$ cat config.mk
export PLATFORM = sky130hd
export DESIGN_NAME = fetch_warp_scheduler
export DESIGN_NICKNAME = d
export VERILOG_FILES = /design/src/rtl/gpu_sched_pkg.sv /design/src/rtl/rr_pick.sv /design/src/rtl/fetch_warp_scheduler.sv
export SDC_FILE = /design/constraint.sdc
export NUM_CORES = 1
export LEC_CHECK = 0
export ABC_AREA = 1
export BUFFER_PORTS_ARGS = -buffer_cell sky130_fd_sc_hd__buf_2
export CORE_UTILIZATION = 44
export CTS_CLUSTER_DIAMETER = 200
export DETAILED_ROUTE_END_ITERATION = 8
export PLACE_DENSITY_LB_ADDON = 0.3
export SLEW_MARGIN = 20
export SYNTH_ARGS = -nofsm -noshare
export SYNTH_HDL_FRONTEND = slang
export SYNTH_HIERARCHICAL = 1
export SYNTH_SLANG_ARGS = --single-unit
$ cat constraint.sdc
create_clock -name clk -period 8.1 [get_ports clk]
set_clock_uncertainty 0.15 [all_clocks]
set_input_delay 0.81 -clock clk [delete_from_list [all_inputs] [get_ports clk]]
set_output_delay 0.81 -clock clk [all_outputs]
set_load 0.02 [all_outputs]
$ cat src/rtl/gpu_sched_pkg.sv
// Shared constants for the warp fetch scheduler: default sizing, credit width
// and fetch-lane indices.
`timescale 1ns/1ps
package gpu_sched_pkg;
    localparam int DEF_NUM_WARPS = 8;
    localparam int DEF_IB_DEPTH  = 4;
    localparam int CREDIT_W      = $clog2(DEF_IB_DEPTH + 1);
    localparam int LANE0         = 0;
    localparam int LANE1         = 1;
endpackage

$ cat src/rtl/rr_pick.sv
// Combinational masked round-robin picker: first set bit of req scanning
// ptr, ptr+1, ... modulo N.
`timescale 1ns/1ps
module rr_pick #(
    parameter int N  = 8,
    parameter int IW = (N > 1) ? $clog2(N) : 1
) (
    input  logic [N-1:0]  req,
    input  logic [IW-1:0] ptr,
    output logic [N-1:0]  grant,
    output logic [IW-1:0] idx,
    output logic          found
);
    logic [IW:0]   sum;
    logic [IW-1:0] sel;

    always_comb begin
        grant = '0;
        idx   = '0;
        found = 1'b0;
        sum   = '0;
        sel   = '0;
        for (int i = 0; i < N; i++) begin
            sum = {1'b0, ptr} + (IW+1)'(i);
            if (sum >= (IW+1)'(N)) begin
                sum = sum - (IW+1)'(N);
            end
            sel = sum[IW-1:0];
            if (!found && req[sel]) begin
                found      = 1'b1;
                grant[sel] = 1'b1;
                idx        = sel;
            end
        end
    end
endmodule

$ cat src/rtl/fetch_warp_scheduler.sv
// Two-lane round-robin warp fetch scheduler with per-warp I-buffer credits.
// Optional SCHED_PERF_CNT_EN adds grant/idle performance counters.
`timescale 1ns/1ps
module fetch_warp_scheduler
    import gpu_sched_pkg::*;
#(
    parameter int NUM_WARPS = DEF_NUM_WARPS,
    parameter int IB_DEPTH  = DEF_IB_DEPTH
) (
    input  logic                 clk,
    input  logic                 rst_n,
    input  logic [NUM_WARPS-1:0] Start_Host_Sched,
    input  logic [NUM_WARPS-1:0] Valid_3_ID0_Sched,
    input  logic [NUM_WARPS-1:0] Valid_3_ID1_Sched,
    input  logic                 Exit_ID0_Sched,
    input  logic                 Exit_ID1_Sched,
    input  logic                 Branch_ID0_Sched,
    input  logic                 Branch_ID1_Sched,
    input  logic [NUM_WARPS-1:0] BrResolved_SIMT_Sched,
    input  logic [NUM_WARPS-1:0] CreditRet_IB_Sched,
    input  logic [NUM_WARPS-1:0] Flush_IB_Sched,
    output logic [NUM_WARPS-1:0] Valid_1_Sched_IF0,
    output logic [NUM_WARPS-1:0] Valid_1_Sched_IF1,
    output logic [NUM_WARPS-1:0] Active_Sched,
    output logic                 AllExited_Sched
`ifdef SCHED_PERF_CNT_EN
    ,
    output logic [31:0]          Perf_Grant_Cnt,
    output logic [31:0]          Perf_Idle_Cnt
`endif
);
    localparam int WIW = (NUM_WARPS > 1) ? $clog2(NUM_WARPS) : 1;
    localparam int CW  = $clog2(IB_DEPTH + 1);
    localparam logic [CW-1:0]  CREDIT_MAX = CW'(IB_DEPTH);
    localparam logic [CW-1:0]  CREDIT_ONE = CW'(1);
    localparam logic [WIW-1:0] LAST_WARP  = WIW'(NUM_WARPS - 1);

    logic [NUM_WARPS-1:0] active_q, active_d;
    logic [NUM_WARPS-1:0] inflight_q, inflight_d;
    logic [NUM_WARPS-1:0] brstall_q, brstall_d;
    logic [CW-1:0]        credit_q [NUM_WARPS];
    logic [CW-1:0]        credit_d [NUM_WARPS];
    logic [WIW-1:0]       ptr_q, ptr_d;
    logic                 started_q, started_d;
    logic                 all_exited_q, all_exited_d;
    logic [NUM_WARPS-1:0] grant0_q, grant1_q;

    logic [NUM_WARPS-1:0] eligible;
    logic [NUM_WARPS-1:0] gnt [2];
    logic [WIW-1:0]       idx [2];
    logic                 found [2];
    logic [WIW-1:0]       ptr1;
    logic [NUM_WARPS-1:0] granted, decoded, do_exit, do_branch, start_new;

    always_comb begin
        eligible = '0;
        for (int w = 0; w < NUM_WARPS; w++) begin
            eligible[w] = active_q[w] & ~inflight_q[w] & ~brstall_q[w] & (credit_q[w] != '0);
        end
    end

    // Lane1 continues the scan just past lane0's winner, excluding it.
    assign ptr1 = (idx[LANE0] == LAST_WARP) ? '0 : idx[LANE0] + 1'b1;

    rr_pick #(.N(NUM_WARPS), .IW(WIW)) u_pick0 (
        .req   (eligible),
        .ptr   (ptr_q),
        .grant (gnt[LANE0]),
        .idx   (idx[LANE0]),
        .found (found[LANE0])
    );

    rr_pick #(.N(NUM_WARPS), .IW(WIW)) u_pick1 (
        .req   (eligible & ~gnt[LANE0]),
        .ptr   (ptr1),
        .grant (gnt[LANE1]),
        .idx   (idx[LANE1]),
        .found (found[LANE1])
    );

    assign granted   = gnt[LANE0] | gnt[LANE1];
    assign decoded   = Valid_3_ID0_Sched | Valid_3_ID1_Sched;
    assign do_exit   = (Valid_3_ID0_Sched & {NUM_WARPS{Exit_ID0_Sched}})
                     | (Valid_3_ID1_Sched & {NUM_WARPS{Exit_ID1_Sched}});
    assign do_branch = (Valid_3_ID0_Sched & {NUM_WARPS{Branch_ID0_Sched}})
                     | (Valid_3_ID1_Sched & {NUM_WARPS{Branch_ID1_Sched}});
    assign start_new = Start_Host_Sched & ~active_q;

    // Later assignments take priority: flush over grant, start over credits, exit over all.
    always_comb begin
        active_d   = active_q;
        inflight_d = inflight_q;
        brstall_d  = brstall_q;
        credit_d   = credit_q;
        started_d  = started_q;
        for (int w = 0; w < NUM_WARPS; w++) begin
            if (decoded[w])               inflight_d[w] = 1'b0;
            if (granted[w])               inflight_d[w] = 1'b1;
            if (BrResolved_SIMT_Sched[w]) brstall_d[w]  = 1'b0;
            if (do_branch[w])             brstall_d[w]  = 1'b1;
            if (Flush_IB_Sched[w]) begin
                credit_d[w]   = CREDIT_MAX;
                inflight_d[w] = 1'b0;
            end else if (granted[w] && !CreditRet_IB_Sched[w]) begin
                credit_d[w] = credit_q[w] - CREDIT_ONE;
            end else if (!granted[w] && CreditRet_IB_Sched[w] && credit_q[w] != CREDIT_MAX) begin
                credit_d[w] = credit_q[w] + CREDIT_ONE;
            end
            if (start_new[w]) begin
                active_d[w]   = 1'b1;
                credit_d[w]   = CREDIT_MAX;
                brstall_d[w]  = 1'b0;
                inflight_d[w] = 1'b0;
                started_d     = 1'b1;
            end
            if (do_exit[w]) begin
                active_d[w]  = 1'b0;
                brstall_d[w] = 1'b0;
            end
        end
    end

    always_comb begin
        ptr_d = ptr_q;
        if (found[LANE1]) begin
            ptr_d = (idx[LANE1] == LAST_WARP) ? '0 : idx[LANE1] + 1'b1;
        end else if (found[LANE0]) begin
            ptr_d = ptr1;
        end
        all_exited_d = started_d & ~|active_d;
    end

    always_ff @(posedge clk or negedge rst_n) begin
        if (!rst_n) begin
            active_q     <= '0;
            inflight_q   <= '0;
            brstall_q    <= '0;
            ptr_q        <= '0;
            started_q    <= 1'b0;
            all_exited_q <= 1'b0;
            grant0_q     <= '0;
            grant1_q     <= '0;
            for (int w = 0; w < NUM_WARPS; w++) begin
                credit_q[w] <= CREDIT_MAX;
            end
        end else begin
            active_q     <= active_d;
            inflight_q   <= inflight_d;
            brstall_q    <= brstall_d;
            ptr_q        <= ptr_d;
            started_q    <= started_d;
            all_exited_q <= all_exited_d;
            grant0_q     <= gnt[LANE0];
            grant1_q     <= gnt[LANE1];
            credit_q     <= credit_d;
        end
    end

    assign Valid_1_Sched_IF0 = grant0_q;
    assign Valid_1_Sched_IF1 = grant1_q;
    assign Active_Sched      = active_q;
    assign AllExited_Sched   = all_exited_q;

`ifdef SCHED_PERF_CNT_EN
    logic [31:0] perf_grant_q, perf_grant_d;
    logic [31:0] perf_idle_q, perf_idle_d;

    always_comb begin
        perf_grant_d = perf_grant_q + 32'(found[LANE0]) + 32'(found[LANE1]);
        perf_idle_d  = perf_idle_q + ((|active_q && !found[LANE0]) ? 32'd1 : 32'd0);
    end

    always_ff @(posedge clk or negedge rst_n) begin
        if (!rst_n) begin
            perf_grant_q <= '0;
            perf_idle_q  <= '0;
        end else begin
            perf_grant_q <= perf_grant_d;
            perf_idle_q  <= perf_idle_d;
        end
    end

    assign Perf_Grant_Cnt = perf_grant_q;
    assign Perf_Idle_Cnt  = perf_idle_q;
`endif
endmodule

==> impl_metrics.tcl <==
set metrics [dict create \
    outcome "completed" \
    ys_ff_latch 69 \
    cp_slowest_cell "dfrtp_1" \
    gp_congestion 0.953 \
    die_x_um 129 \
    slew_viol_final 0 \
    grt_pass1_vias 6821 \
    r2r_start "ptr_q[1]" \
    synthDistinctLibCells 39 \
    fmax_mhz 138 \
    io_pins 79 \
    clkLatencyLatePin_ns 0.33 \
    cts_buffers 9 \
    syn_area_um2 7110 \
    dpl.hpwl_mm 16.0 \
    crit_required_ns 8.21 \
    place_ws_ns 0.588 \
    postSynth.asyncResetShare 1.00 \
    hold_viol_final 0 \
    fin_ws_ns 0.830 \
    setup.worst_path.class "reg -> reg" \
    cp_num_buf_inv 6 \
    ys_warn_count 6 \
    clkTransAtPathRegs_ns 0.06 \
    overflow 0 \
    drive_gt1_frac 0.210 \
    tightest_slew_ns 0.887 \
    period_share 0.898 \
    critPathTopFamily "simple AND/OR/NAND/NOR gates" \
    antenna_found_initial 1 \
    area_delta_synth_final_pct 10.6 \
    cp_slowest_stage_delay_ns 0.59 \
    io_buffers 78 \
    hold_end "brstall_q[2]" \
    layout_common_cells "228 x nand3_1, 201 x nand2_1, 119 x nor2_1, 110 x inv_1, 77 x buf_2" \
    crit_path_end_kind "flip-flop" \
    synth_ff_type "dfrtp_1" \
    final_util 0.497 \
    drc 0 \
    yosysSeqAreaShare 0.244 \
    setup_viol 0 \
    cts_root_buffer "clkbuf_16" \
    drt_iter0_markers 794 \
    synth_edf_count 0 \
    routedWlPerCell_um 15.2 \
    initial_utilization 0.449 \
    die_area_um2 16700 \
    crit_path_frequent_cell "nand3_1" \
    layout_commonest_cell "nand3_1" \
    synth_nets 1159 \
    avgSynthCellArea_um2 6.58 \
    holdCritStartpoint "brstall_q[2]" \
    slew-limit-headroom 0.409 \
    first_pass_iters 7 \
    cp_num_cells 35 \
    hp-class "reg -> reg" \
    clockBufferDepth 2 \
    r2r-end "credit_q[2]" \
    cts_tree "built" \
    drt_wl_total_mm 20.6 \
    h-tree-depth 3 \
    rsz0062_at_grt "no" \
    grt_pass1_wl_mm 33.2 \
    ff2ff_setup_slack_ns 0.83 \
    rr_worst_depth 35 \
    nets 1212 \
    finalNonFillerCells 1356 \
    fin_crit_ns 7.27 \
    drt-vias-per-instance 5.44 \
    max_cap_viol_count 0 \
    startpoint_type "flip-flop" \
    fin_tns_setup_ns 0 \
    grt_max_degree 70 \
    core.rowCount 46 \
    vias 7378 \
    syn-instance-count 1081 \
    dp.cells 1338 \
    grt_util_all_layers 0.254 \
    crit_fanout 25 \
    core-area_um2 15800 \
    die_h_um 129 \
    min_path_cells 2 \
    cts_sinks 69 \
    crit_arrival_ns 7.38 \
    final_antenna_net_count 0 \
]
## cell usage after synthesis (5+ instances only)
cell,number,area [um^2]
a21oi_1,18,90.1
buf_2,19,95.1
buf_6,12,135
clkbuf_1,5,18.8
dfrtp_1,61,1530
dfstp_2,8,210
fa_1,8,160
ha_1,16,200
inv_1,112,420
inv_2,25,93.8
nand2_1,201,754
nand2_2,34,213
nand3_1,228,1140
nand3_2,22,220
nand4_1,30,188
nor2_1,119,447
nor2_2,15,93.8
nor2_4,21,236
nor2b_1,6,37.5
nor3_1,61,305
o22ai_1,8,50.1
o31a_1,8,70.1
xor2_1,8,70.1
## metrics by stage
| stage | hold slack (ns) | area (um^2) |
|---|---|---|
| 5_1_grt | 0.416 | 7860 |
| 3_3_place_gp | 0.358 | 7520 |
| 6_report | 0.377 | 7860 |
| 2_1_floorplan | 0.333 | 7110 |
| 3_5_place_dp | 0.369 | 7520 |
| 4_1_cts | 0.383 | 7840 |
## final cells by class
| cell class | instances | area [um^2] |
|---|---|---|
| Clock buffer | 11 | 243 |
| Antenna cell | 1 | 2.50 |
| Sequential cell | 69 | 1740 |
| Fill cell | 1594 | 7970 |
| Clock inverter | 5 | 81.3 |
| Multi-Input combinational cell | 829 | 4560 |
| Inverter | 143 | 549 |
| Timing Repair Buffer | 82 | 423 |
| Tap cell | 216 | 270 |
## tightest hold or removal path: stages, from the launching register on
cell and delay, ns:
dfrtp_1 0.34, a21oi_1 0.06, nor2_1 0.08
## kinds of logic (layout without fill, tap and decap cells)
| family | count (synthesis) | count (layout) | synth area share |
|---|---|---|---|
| and+or+nand+nor | 751 | 752 | 0.535 |
| buffers and inverters | 184 | 241 | 0.116 |
| DFF | 69 | 69 | 0.244 |
| AOI/OAI and AO/OA | 44 | 44 | 0.0401 |
| adders and majority gates | 24 | 24 | 0.0507 |
| xor gates and xnor gates | 9 | 9 | 0.0137 |
| other | 0 | 1 | 0 |
## sequential cells by signal, indices dropped and copies added, names as in the netlist
register and flops:
inflight_q 8, Active_Sched 8, Valid_1_Sched_IF0 8, brstall_q 8, ptr_q 3, credit_q 24
AllExited_Sched 1, started_q 1, Valid_1_Sched_IF1 8
## routing by layer
| metal | global-route usage | routed length [um] | up-vias |
|---|---|---|---|
| met5 | 0 | 0 | - |
| met4 | 0.101 | 486 | 0 |
| met3 | 0.0322 | 1060 | 37 |
| met2 | 0.427 | 9840 | 276 |
| met1 | 0.330 | 9230 | 3400 |
| li1 | - | - | 3665 |
## repair_timing
item | 4_1_cts | 5_1_grt
buffers inserted | 0 | 0
endpoints found under the setup margin | 0 | 16
gates resized for setup | 0 | 3
hold buffers | 0 | 0
## worst max-delay path by stage
stage / from / end
2_1_floorplan: ptr_q[0] / credit_q[20]
3_3_place_gp: ptr_q[1] / credit_q[5]
3_5_place_dp: ptr_q[1] / credit_q[8]
4_1_cts: ptr_q[1] / credit_q[14]
5_1_grt: ptr_q[1] / credit_q[23]
6_report: ptr_q[1] / credit_q[2]
Power is left out: the tool's default activity adds up to more than one toggle a clock period on the data nets, which glitch-free logic cannot reach.
